`src/rtl/dmem_arbiter_pkg.sv`:
```
// Shared definitions for the data-memory arbiter.
// Holds the port identifiers, default bus widths (12-bit word address and
// 32-bit data, matching the processor's dmem) and the hold-counter helper.
package dmem_arbiter_pkg;

    localparam logic PORT_CPU   = 1'b0;
    localparam logic PORT_AUX   = 1'b1;

    localparam int   ADDR_W_DEF = 12;
    localparam int   DATA_W_DEF = 32;

    localparam int              HOLD_W   = 4;
    localparam logic [HOLD_W-1:0] HOLD_SAT = 4'd15;

    // Saturating increment of the back-to-back grant counter.
    function automatic logic [HOLD_W-1:0] hold_inc(input logic [HOLD_W-1:0] cnt);
        logic [HOLD_W-1:0] res;
        if (cnt == HOLD_SAT) begin
            res = HOLD_SAT;
        end else begin
            res = cnt + 4'd1;
        end
        return res;
    endfunction

endpackage

```
`src/rtl/dmem_arbiter_rr_arb2.sv`:
```
// Two-input round-robin picker with a bounded burst lock for port 1.
// Ports:
//   clock, reset   : master clock, synchronous active-high reset
//   req0, req1     : requests from port 0 (CPU) and port 1 (aux master)
//   lock1          : port 1 asks for back-to-back grants
//   gnt0, gnt1     : one-hot-or-zero grant, combinational, low during reset
module rr_arb2
    import dmem_arbiter_pkg::*;
#(
    parameter int MAX_HOLD = 4
) (
    input  logic clock,
    input  logic reset,
    input  logic req0,
    input  logic req1,
    input  logic lock1,
    output logic gnt0,
    output logic gnt1
);

    localparam logic [HOLD_W-1:0] HOLD_LIMIT = HOLD_W'(MAX_HOLD);

    logic              last_gnt_r;
    logic [HOLD_W-1:0] hold_cnt_r;
    logic              lock_win_s;

    // The lock only extends a run that port 1 already owns, and only up to
    // HOLD_LIMIT grants in a row; after that port 0 gets its turn.
    assign lock_win_s = lock1 & req1 & (last_gnt_r == PORT_AUX) & (hold_cnt_r < HOLD_LIMIT);

    // Grant selection: lock override first, then round-robin on contention.
    always_comb begin
        gnt0 = 1'b0;
        gnt1 = 1'b0;
        if (reset) begin
            gnt0 = 1'b0;
            gnt1 = 1'b0;
        end else if (lock_win_s) begin
            gnt1 = 1'b1;
        end else if (req0 && req1) begin
            if (last_gnt_r == PORT_AUX) begin
                gnt0 = 1'b1;
            end else begin
                gnt1 = 1'b1;
            end
        end else if (req0) begin
            gnt0 = 1'b1;
        end else if (req1) begin
            gnt1 = 1'b1;
        end else begin
            gnt0 = 1'b0;
        end
    end

    // Round-robin history and consecutive-grant counter; idle cycles hold both.
    always_ff @(posedge clock) begin
        if (reset) begin
            last_gnt_r <= PORT_AUX;
            hold_cnt_r <= 4'd0;
        end else if (gnt0 || gnt1) begin
            last_gnt_r <= gnt1;
            if (gnt1 != last_gnt_r) begin
                hold_cnt_r <= 4'd1;
            end else begin
                hold_cnt_r <= hold_inc(hold_cnt_r);
            end
        end else begin
            last_gnt_r <= last_gnt_r;
            hold_cnt_r <= hold_cnt_r;
        end
    end

endmodule

```
`src/rtl/dmem_arbiter.sv`:
```
// Shares the single-port data memory between the CPU load/store path
// (port 0) and an auxiliary loader/debug/IO master (port 1).
// Ports:
//   clock, reset              : master clock, synchronous active-high reset
//   reqN/weN/addrN/wdataN     : request, write enable, address, write data
//   gntN                      : granted this cycle (combinational)
//   rvalidN/rdataN            : read data return, one cycle after the grant
//   lock1                     : port 1 burst lock
//   address_dmem/data/wren    : drive to the dmem
//   q_dmem                    : dmem read data, valid one cycle after address
module dmem_arbiter
    import dmem_arbiter_pkg::*;
#(
    parameter int ADDR_W   = ADDR_W_DEF,
    parameter int DATA_W   = DATA_W_DEF,
    parameter int MAX_HOLD = 4
) (
    input  logic              clock,
    input  logic              reset,
    input  logic              req0,
    input  logic              we0,
    input  logic [ADDR_W-1:0] addr0,
    input  logic [DATA_W-1:0] wdata0,
    output logic              gnt0,
    output logic              rvalid0,
    output logic [DATA_W-1:0] rdata0,
    input  logic              req1,
    input  logic              we1,
    input  logic [ADDR_W-1:0] addr1,
    input  logic [DATA_W-1:0] wdata1,
    output logic              gnt1,
    output logic              rvalid1,
    output logic [DATA_W-1:0] rdata1,
    input  logic              lock1,
    output logic [ADDR_W-1:0] address_dmem,
    output logic [DATA_W-1:0] data,
    output logic              wren,
    input  logic [DATA_W-1:0] q_dmem
);

    logic rd_pend0_r;
    logic rd_pend1_r;

    rr_arb2 #(
        .MAX_HOLD (MAX_HOLD)
    ) u_arb (
        .clock (clock),
        .reset (reset),
        .req0  (req0),
        .req1  (req1),
        .lock1 (lock1),
        .gnt0  (gnt0),
        .gnt1  (gnt1)
    );

    // Route the granted port onto the dmem bus; idle bus is all zeros.
    always_comb begin
        address_dmem = {ADDR_W{1'b0}};
        data         = {DATA_W{1'b0}};
        wren         = 1'b0;
        if (gnt0) begin
            address_dmem = addr0;
            data         = wdata0;
            wren         = we0;
        end else if (gnt1) begin
            address_dmem = addr1;
            data         = wdata1;
            wren         = we1;
        end else begin
            wren         = 1'b0;
        end
    end

    // Remember which port issued a read so the next cycle's q_dmem is steered
    // back to it; reset drops anything in flight.
    always_ff @(posedge clock) begin
        if (reset) begin
            rd_pend0_r <= 1'b0;
            rd_pend1_r <= 1'b0;
        end else begin
            rd_pend0_r <= gnt0 & ~we0;
            rd_pend1_r <= gnt1 & ~we1;
        end
    end

    // The inactive port sees zero data so nothing leaks across ports.
    assign rvalid0 = rd_pend0_r;
    assign rvalid1 = rd_pend1_r;
    assign rdata0  = rd_pend0_r ? q_dmem : {DATA_W{1'b0}};
    assign rdata1  = rd_pend1_r ? q_dmem : {DATA_W{1'b0}};

endmodule

```
`config.mk`:
```
export PLATFORM = sky130hd
export DESIGN_NAME = dmem_arbiter
export DESIGN_NICKNAME = d
export VERILOG_FILES = /design/src/rtl/dmem_arbiter_pkg.sv /design/src/rtl/dmem_arbiter_rr_arb2.sv /design/src/rtl/dmem_arbiter.sv
export SDC_FILE = /design/constraint.sdc
export NUM_CORES = 1
export LEC_CHECK = 0
export CAP_MARGIN = 20
export CORE_AREA = 2 2 92 94
export CTS_CLUSTER_DIAMETER = 150
export DETAILED_ROUTE_END_ITERATION = 10
export DIE_AREA = 0 0 94 96
export PLACE_DENSITY = 0.73
export SLEW_MARGIN = 30
export SYNTH_ARGS = -nofsm -noshare
export SYNTH_HDL_FRONTEND = slang
export SYNTH_SLANG_ARGS = --single-unit
```
`constraint.sdc`:
```
create_clock -name clock -period 1.7 [get_ports clock]
set_clock_uncertainty 0.05 [all_clocks]
set_input_delay 0.255 -clock clock [delete_from_list [all_inputs] [get_ports clock]]
set_output_delay 0.255 -clock clock [all_outputs]
set_load 0.005 [all_outputs]
```
# After elaboration in Yosys (flattened, before gate mapping)
# Cells that the tools add are included.
# classes
add_sub_neg,1
magnitude_cmp,1
n_eq_ne,2
mux,21
bitwise,7
reduce_logical,2
# ops
cell,count
32-bit two-way mux,4
12-bit two-way mux,2
1-bit two-way mux,13
4-bit two-way mux,2
1-bit AND,5
"4-bit by 1-bit adder with 4-bit output, second input constant",1
"4-bit equality test, second input constant",1
"4-bit by 3-bit < comparator with 1-bit output, second input constant",1
1-bit inverter,2
1-bit logical AND,1
1-bit logical OR,1
1-bit != test,1
# totals
register_bits,7
input_bits,127
output_inout_bits,113
wordCells,38

# Depth between registers and ports, before layout
# Gate-level depths: netlist of the first run.
# depth
word_depth,7
ltp_mapped,5
depth_no_buf,5

# Modules after synthesis
# From an unflattened synthesis of the first run, not the netlist that was laid out.
# unflattened
hier_cells,178
hier_area_um2,1350.0
# modules_own_cells
mod,instances,cells_per_inst,area_per_inst_um2,seq_area_each_um2
dmem_arbiter,1,134,992.2,40.0
rr_arb2,1,44,357.8,100.1

# Worst setup path before layout of the first run
# Ideal clock, no wire load.
# synth_path
path_kind,reg-to-output
start,reg u_arb.hold_cnt_r[2]
end,out data[2]
arrival_ns,1.422
required_ns,1.395
path_slack_ns,-0.027
stages_incl_launch_ff,6
n_path_buf,1
path_cell_list,dfxtp_1 or3b_4 a31oi_4 buf_6 a22oi_2 nor2_1
# synth_via
elab_chain_cells,6
elab_cells_between_ends,8
classes_between,order compare: 1; mux: 6; bitwise: 1
# synth_lines
element,line,rtl
start: declaration,dmem_arbiter_rr_arb2.sv:24,logic [HOLD_W-1:0] hold_cnt_r;
start signal: assignment,dmem_arbiter_rr_arb2.sv:65,hold_cnt_r <= hold_inc(hold_cnt_r);
start signal: assignment,dmem_arbiter_rr_arb2.sv:69,hold_cnt_r <= hold_cnt_r;
4-bit by 3-bit < comparator with 1-bit output (*),dmem_arbiter_rr_arb2.sv:29,assign lock_win_s = lock1 & req1 & (last_gnt_r == PORT_AUX) & (hold_cnt_r < HOLD_LIMIT);
1-bit AND (*),dmem_arbiter_rr_arb2.sv:29,
1-bit two-way mux,dmem_arbiter_rr_arb2.sv:38,end else if (lock_win_s) begin
1-bit two-way mux,dmem_arbiter_rr_arb2.sv:35,if (reset) begin
32-bit two-way mux,dmem_arbiter.sv:65,end else if (gnt1) begin
32-bit two-way mux (*),dmem_arbiter.sv:61,if (gnt0) begin
end: declaration,dmem_arbiter.sv:36,"output logic [DATA_W-1:0] data,"
# Every way passes the cells marked *; elsewhere a longest branch is shown, timed or not.

# Worst setup path in the final report of the first run
# layout_path
start,reg u_arb.hold_cnt_r[3]
end,out data[5]
# The elaborated chain is that of the path after synthesis.

==> results_dict.tcl, run 1 <==
set metrics [dict create \
    port_buffers 239 \
    grtUsageTotal_pct 19.97 \
    power.density_mw_per_mm2 310.0 \
    min_to "u_arb.hold_cnt_r[2]" \
    drt-total-wl_mm 9.897 \
    instances_no_fill 605 \
    nNetsFinal 629 \
    core_mm2 0.008051 \
    initial_core_util_pct 19.22 \
    status "finished with violations" \
    fin_area_mm2 0.004682 \
    hold_buffers 0 \
    placed_area_mm2 0.004138 \
    seq_area_frac_synth_pct 9.054 \
    cp.arrival_ns 1.94 \
    synth_cell_type_count 32 \
    wl_per_cell_um 16.36 \
    ys_warn_count 0 \
    io-pin-count 240 \
    synth_fp_nets 345 \
    finalHoldViolations 0 \
    dieArea_mm2 0.009024 \
    mostFrequentLayoutCells "clkdlybuf4s50_1 (136), and2_1 (64), buf_2 (46)" \
    maxCapViolations 0 \
    antenna_cells 0 \
    gp_congestion 0.8119 \
    preCtsSetupSlack_ns -0.9518 \
    grt_overflow_total 0 \
    die_h_um 96 \
    ys_ff_latch 7 \
    num-fill-cells 759 \
    drt_iter0_drc 31 \
    finalWorstSetupSlack_ns -0.5472 \
    placed_cells 561 \
    cts-root-buf "clkbuf_8" \
    synthCells 217 \
    worstMarginPinSlew_ns 0.2697 \
    reg2reg_depth 5 \
    layout_commonest_cell "clkdlybuf4s50_1" \
    grt_pass1_wl_mm 14.16 \
    grt_setup_unrepaired "true" \
    holdWs_ns 0.2633 \
    syn2layout_area_growth_pct 202.5 \
    antenna_found_initial 0 \
    dr_total_vias 2748 \
    postSynthAreaPerCell_um2 7.132 \
    cts-buffers-inserted 3 \
    holdPathStages 2 \
    path_clk_slew_ns 0.04 \
    worst_hold_path_type "in2reg" \
    ctsLongestPathBuffers 2 \
    fin_crit_ns 2.247 \
    final_util_pct 58.15 \
    relSlewSlack_pct 81.94 \
    crit_path_end_kind "output port" \
    htreeDepth 1 \
    slew_viol_final 0 \
    final-setup-viol-count 48 \
    hp-start "reset" \
    worst-path-max-fanout 7 \
    die_w_um 94 \
    violations "negative setup slack" \
    first_pass_iters 4 \
    drive_above_1_share_pct 33.40 \
    cts_sinks 7 \
    period_share_pct 132.2 \
    ant_nets 0 \
    core.rowCount 33 \
    place_hpwl_mm 6.876 \
    max_freq_mhz 445.0 \
    tritoncts "built" \
    required_ns 1.39 \
    r2r_setup_slack_ns 0.04 \
    ir_drop_mv 0.1503 \
    vias_per_cell 4.542 \
    rr_startpoint "u_arb.hold_cnt_r[3]" \
    drc_errors 0 \
    p_leak_nw 2.543 \
    syn-cell-area_mm2 0.001548 \
    reg2reg_to "u_arb.hold_cnt_r[0]" \
    insertion_delay_ns 0.23 \
    grt_pass1_vias 2751 \
    grt_max_degree 47 \
    cp-start-kind "flip-flop" \
    worstSetupPathType "reg2out" \
]
[stage by stage]
step	setup TNS, ns	power [W]
global route	-23.03	0.001539
detailed placement	-42.82	0.001059
floorplan	-0.02388	0.0004696
global placement	-40.75	0.001048
CTS	-21.69	0.001461
finish	-19.49	0.001451
[sequential cells by signal, indices dropped and copies added (netlist names)]
register / count
u_arb.hold_cnt_r: 4
u_arb.last_gnt_r: 1
rvalid0: 1
rvalid1: 1
[worst max-delay path, stage by stage (launching register included)]
cell,delay [ns]
dfxtp_2,0.32
or3b_4,0.42
a31oi_4,0.20
buf_6,0.15
buf_16,0.10
buf_8,0.11
buf_6,0.10
buf_6,0.08
a22oi_2,0.04
nor2_1,0.08
buf_2,0.12
[worst max path at each step]
stage | slack, ns | to | cells after the start | start
2_1_floorplan | -0.006 | data[2] | 5 | u_arb.hold_cnt_r[3]
3_3_place_gp | -0.90 | data[1] | 7 | lock1
3_5_place_dp | -0.95 | data[1] | 7 | lock1
4_1_cts | -0.59 | data[5] | 11 | u_arb.hold_cnt_r[2]
5_1_grt | -0.61 | data[5] | 10 | u_arb.hold_cnt_r[3]
6_report | -0.55 | data[5] | 10 | u_arb.hold_cnt_r[3]
[cells in the mapped netlist (all sizes together)]
master	instances	area [um2]
and4bb	1	16.27
nor2	49	204.0
ha	1	12.51
and3	1	7.510
xor2	1	8.760
and2	64	400.4
inv	4	15.01
a21oi	1	5.000
o221a	1	11.26
o21ai	3	15.01
o31ai	1	7.510
nor4	1	6.260
a31oi	2	27.53
nand2b	2	20.02
a22oi	45	407.9
a211oi	1	7.510
or3b	1	11.26
buf	8	93.84
a211o	1	10.01
a32oi	1	8.760
nand3	5	25.02
mux2	1	11.26
clkbuf	11	41.29
dfxtp	7	140.1
nor3	2	21.27
nor2b	2	12.51
[layer usage]
layer  global-route usage [%]  vias up  share of wire (%)
met5                        0        -                  0
met2                    41.43      149                 57
li1                         -     1331                  -
met3                    4.150        9                8.2
met1                    20.12     1259                 33
met4                    4.469        0                1.2
[report_power, final]
part           switching, W  internal [W]  leakage, nW
Clock             0.0000820      0.000163       0.0228
Combinational      0.000365      0.000664         2.46
Sequential       0.00000809      0.000170       0.0597
[cell families after synthesis]
logic type | count (synthesis) | share of synthesized area, %
multiplexers | 1 | 0.7275
AO/OA/AOI/OAI | 56 | 32.34
XOR/XNOR | 1 | 0.5660
adder cells (fa/ha/maj) | 1 | 0.8083
flip-flops | 7 | 9.054
AND/OR/NAND/NOR | 128 | 46.81
buffers and inverters | 23 | 9.701
[area by class of cell]
type / instances / area, um2 / share of cell area (%)
multi-input cells: 187 / 1375 / 29.37
clock buffers: 4 / 45.04 / 0.9621
well taps: 105 / 131.4 / 2.806
repair buffers: 298 / 2965 / 63.34
inverters: 4 / 15.01 / 0.3207
flip-flops and latches: 7 / 150.1 / 3.207
[repair_timing]
item / CTS / global route
gates resized for setup: 260 / 43
gates cloned: 9 / 2
setup buffers: 25 / 10
pin swaps: 30 / 25
endpoints found under the setup margin: 68 / 82
Power figures use the tool's default switching activity.
==> inputs of run 2 (changes only) <==
--- a/config.mk
+++ b/config.mk
@@ -5,7 +5,7 @@
 export SDC_FILE = /design/constraint.sdc
 export NUM_CORES = 1
 export LEC_CHECK = 0
-export CAP_MARGIN = 20
+export CAP_MARGIN = 40
 export CORE_AREA = 2 2 92 94
 export CTS_CLUSTER_DIAMETER = 150
 export DETAILED_ROUTE_END_ITERATION = 10
==> results of run 2 <==
Final layout, timing and power as in run 1 (identical DEF).
==> inputs of run 3 (changes only) <==
--- a/config.mk
+++ b/config.mk
@@ -10,7 +10,7 @@
 export CTS_CLUSTER_DIAMETER = 150
 export DETAILED_ROUTE_END_ITERATION = 10
 export DIE_AREA = 0 0 94 96
-export PLACE_DENSITY = 0.73
+export PLACE_DENSITY = 0.69
 export SLEW_MARGIN = 30
 export SYNTH_ARGS = -nofsm -noshare
 export SYNTH_HDL_FRONTEND = slang
==> results_dict.tcl, run 3 (synthesis results as in run 1) <==
set metrics [dict create \
    antenna_cells 0 \
    critPathMostFrequentCell "buf_12" \
    core.rowCount 33 \
    rr_startpoint "u_arb.hold_cnt_r[2]" \
    crit_chain "or3b_4 -> a31oi_4 -> buf_12 -> buf_8 -> buf_12 -> buf_16 -> a22oi_2 -> nor2_1 -> buf_2" \
    nNetsFinal 624 \
    core_mm2 0.008051 \
    crit_path_end_kind "output port" \
    ant_nets 0 \
    tritoncts "built" \
    worstMarginPinSlew_ns 0.3288 \
    violations "negative setup slack" \
    slew_viol_final 0 \
    grt_setup_unrepaired "true" \
    layout_commonest_cell "clkdlybuf4s50_1" \
    relSlewSlack_pct 78.01 \
    power.density_mw_per_mm2 306.9 \
    grtUsageTotal_pct 19.69 \
    maxCapViolations 0 \
    drt-total-wl_mm 9.776 \
    dr_total_vias 2730 \
    drive_above_1_share_pct 34.14 \
    worstSetupPathType "reg2out" \
    instances_no_fill 600 \
    final-setup-viol-count 47 \
    largest_reg_flops 4 \
    die_w_um 94 \
    cp_top_family "buffers and inverters" \
    grt_pass1_wl_mm 13.99 \
    required_ns 1.39 \
    path_clk_slew_ns 0.04 \
    critPathSlowestCell "or3b_4" \
    p_leak_nw 2.749 \
    place_hpwl_mm 6.565 \
    first_pass_iters 4 \
    drt_iter0_drc 44 \
    port_buffers 239 \
    grt_overflow_total 0 \
    hold_buffers 0 \
    mostFrequentLayoutCells "clkdlybuf4s50_1 (134), and2_1 (64), buf_2 (47)" \
    slowest_delay_ns 0.40 \
    crit_end "data[19]" \
    syn2layout_area_growth_pct 207.6 \
    antenna_found_initial 0 \
    r2r_setup_slack_ns 0.05 \
    cp.depth 9 \
    grt_pass1_vias 2812 \
    reg2reg_depth 5 \
    wl_per_cell_um 16.29 \
    gp_congestion 0.7905 \
    finalHoldViolations 0 \
    fin_crit_ns 2.242 \
    dieArea_mm2 0.009024 \
    die_h_um 96 \
    insertion_delay_ns 0.23 \
    worst-path-max-fanout 5 \
    top_register "u_arb.hold_cnt_r" \
    worst_hold_path_type "in2reg" \
    cp.arrival_ns 1.94 \
    ir_drop_mv 0.1591 \
    vias_per_cell 4.550 \
    max_freq_mhz 446.1 \
    cp-start-kind "flip-flop" \
    placed_cells 563 \
    period_share_pct 131.9 \
    grt_max_degree 31 \
    finalWorstSetupSlack_ns -0.5416 \
    htreeDepth 1 \
    cts-root-buf "clkbuf_8" \
    io-pin-count 240 \
    drc_errors 0 \
    startpoint "u_arb.hold_cnt_r[2]" \
    cp_num_buf_inv 5 \
    cts_sinks 7 \
    final_util_pct 59.13 \
    reg2reg_to "u_arb.hold_cnt_r[2]" \
    ctsLongestPathBuffers 2 \
    initial_core_util_pct 19.22 \
    status "finished with violations" \
    cts-buffers-inserted 3 \
]
==> run 3: through the flow <==
stage / setup WS, ns / area [um2] / TNS, ns / hold WS [ns] / power, W
after global placement: -0.9994 / 4140 / -41.66 / 0.4338 / 0.001048
after global routing: -0.6234 / 4761 / -24.46 / 0.4723 / 0.001555
after CTS: -0.5216 / 4534 / -19.07 / 0.4563 / 0.001462
final: -0.5416 / 4761 / -20.54 / 0.4470 / 0.001461
after floorplan: -0.005969 / 1549 / -0.02388 / 0.2766 / 0.0004696
after detailed placement: -0.9910 / 4140 / -42.14 / 0.4535 / 0.001056
==> run 3: metal layers <==
layer / global-route usage (%) / up-vias / wire length (um) / part of all wire [%]
met5: 0 / - / 0 / 0
met2: 40.06 / 156 / 5419 / 55
li1: - / 1324 / - / -
met4: 6.643 / 0 / 207 / 2.1
met3: 4.464 / 15 / 843 / 8.6
met1: 19.37 / 1235 / 3306 / 34
==> run 3: how the worst min path moves through the flow <==
stage | startpoint | to | slack [ns] | depth (start not counted)
after floorplan | we0 | rvalid0 | 0.28 | 1
final | reset | u_arb.hold_cnt_r[2] | 0.45 | 3
after global placement | u_arb.hold_cnt_r[1] | u_arb.hold_cnt_r[1] | 0.43 | 2
after global routing | u_arb.hold_cnt_r[1] | u_arb.hold_cnt_r[1] | 0.47 | 2
after CTS | reset | u_arb.hold_cnt_r[2] | 0.46 | 3
after detailed placement | u_arb.hold_cnt_r[1] | u_arb.hold_cnt_r[1] | 0.45 | 2
==> run 3: layout make-up <==
| type | instances | area, um2 |
|---|---|---|
| fill | 722 | 3291 |
| timing repair buffer | 293 | 3025 |
| multi-input combinational | 187 | 1394 |
| sequential | 7 | 150.1 |
| tap | 105 | 131.4 |
| clock buffer | 4 | 45.04 |
| inverter | 4 | 15.01 |
==> run 3: timing repair <==
| item | CTS | global route |
|---|---|---|
| gates cloned | 12 | 2 |
| pin swaps | 14 | 11 |
| buffers inserted | 12 | 11 |
| endpoints found under the setup margin | 78 | 97 |
| gates resized for setup | 246 | 58 |
==> run 3: where the power goes <==
group          total [W]  internal (W)  leakage [nW]  switching (W)
clock           0.000244      0.000163        0.0228      0.0000808
sequential      0.000179      0.000170        0.0597     0.00000884
combinational    0.00104      0.000674          2.67       0.000364
total            0.00146       0.00101          2.75       0.000454
==> run 3: worst min-delay path, stage by stage <==
cell and delay [ns]:
buf_2 0.14, buf_4 0.22, a211oi_1 0.07
==> variant, RTL diff (flow settings as in run 1) <==
`ADDR_W_DEF`: 12 -> 13.
--- a/src/rtl/dmem_arbiter_pkg.sv
+++ b/src/rtl/dmem_arbiter_pkg.sv
@@ -8,3 +8,3 @@
 
-    localparam int   ADDR_W_DEF = 12;
+    localparam int   ADDR_W_DEF = 13;
     localparam int   DATA_W_DEF = 32;
Interface: changed (resized addr0, addr1 and address_dmem); port bits go from 240 to 243. No check against the original RTL was run, so the function may have changed too.
==> variant against run 1 <==
  * The flow still finishes with violations (setup timing)
  * Routed wire length is 0.96% lower
  * Worst setup slack better by 0.0071 ns
  * Power is 4.4% higher
  * Sequential cell count stayed put
  * Global-route usage is 0.74 points lower
  * Cell area is 4.7% higher
  * Synthesized area is 1.6% higher
  * Critical path type unchanged
  * Critical endpoint is now data[3]
  * Largest cell class unchanged
==> variant: results (changes against run 1) <==
metric,value,unit,change
Worst Tran Pin Value,0.319,ns,was 0.270 ns
Placed Instance Area,4170,um2,was 4140 um2
Final setup viols,49,,was 48
1st-iter DRT viols,56,,was 31
pin count of the biggest net entering global routing,50,,was 47
Worst Path Max Fanout,8,,was 7
final worst slack,-0.540,ns,was -0.547 ns
Max VDD drop,165,uV,was 150 uV
layout cells sized above 1,0.325,,was 0.334
"Clk pin slew, worst setup/hold paths",0.04,ns,about the same
register area share after synthesis,0.0891,,was 0.0905
final wirelength,9800,um,was 9900 um
final setup TNS,-20.57,ns,was -19.49 ns
routed metal-1 wirelength,3710,um,was 3310 um
via count,2817,,was 2748
Total GRT Usage,0.192,,was 0.200
failing checks,setup timing,,unchanged
number of global-route vias before repair,2745,,was 2751
Post-synth top cells,"and2_1, nor2_1, a22oi_1, a22oi_2, clkbuf_1",,unchanged
pre-CTS WS,-1.03,ns,was -0.952 ns
WL met3,731,um,was 810 um
leakage,2.80,nW,was 2.54 nW
dominant cells by area after synthesis,"and2_1, a22oi_2, a22oi_1",,"was and2_1, a22oi_1, a22oi_2"
status,finished with violations,,unchanged
Post-Syn Nets,351,,was 345
Netlist cell types,35,,was 32
gpl congestion,0.791,,was 0.812
port bufs,242,,was 239
first-pass GRT wire length,13700,um,was 14200 um
variant: cell families after synthesis:
kind of cell             share of synthesized area
adder cells (fa/ha/maj)                    0.00795
AO/OA/AOI/OAI                                0.332
multiplexers                               0.00716
flip-flops                                  0.0891
buffers and inverters                        0.113
AND/OR/NAND/NOR                              0.446
XOR/XNOR                                   0.00557
variant: layout make-up:
class / count / area, um2
Fill cell: 696 / 3150
Sequential cell: 7 / 150
Multi-Input combinational cell: 189 / 1370
Timing Repair Buffer: 307 / 3190
Clock buffer: 4 / 45.0
Tap cell: 105 / 131
Inverter: 4 / 15.0
variant: critical path: stages (launching register included):
cell and delay [ns]:
dfxtp_2 0.32, or3b_4 0.41, a31oi_4 0.21, buf_12 0.15, buf_12 0.10, buf_12 0.12, buf_8 0.11, a22oi_2 0.04
nor2_1 0.11, buf_2 0.13
variant: metrics by stage:
stage | std cells | utilization
after global routing | 616 | 0.609
after global placement | 566 | 0.517
final | 616 | 0.609
after detailed placement | 566 | 0.517
after floorplan | 221 | -
after CTS | 606 | 0.581
variant: report_power, final:
part           total (mW)  switching (mW)  internal, mW
sequential          0.177         0.00706         0.170
combinational        1.09           0.379         0.716
clock               0.244          0.0812         0.163
total                1.52           0.467          1.05
variant: what timing repair did:
item,CTS,global route
hold buffers,0,0
cloned,9,2
pin swaps,54,34
buffers inserted,27,10
setup endpoints to repair,91,101
gates resized for setup,245,64
variant: routing by layer:
layer	global-route usage	vias up
met2	0.362	145
met4	0.0471	0
met1	0.222	1304
li1	-	1357
met5	0	-
met3	0.0399	11
variant: path summary, 6_finish.rpt:
path,from,to,slack (ns)
worst max register to register,u_arb.hold_cnt_r[2]$_SDFFE_PP0P_,u_arb.hold_cnt_r[0]$_SDFFE_PP0P_,0.05
worst max-delay path,u_arb.hold_cnt_r[2]$_SDFFE_PP0P_,data[3],-0.54
worst min-delay path,reset,u_arb.last_gnt_r$_SDFFE_PP1P_,0.29
worst min register to register,u_arb.hold_cnt_r[1]$_SDFFE_PP0P_,u_arb.hold_cnt_r[1]$_SDFFE_PP0P_,0.44
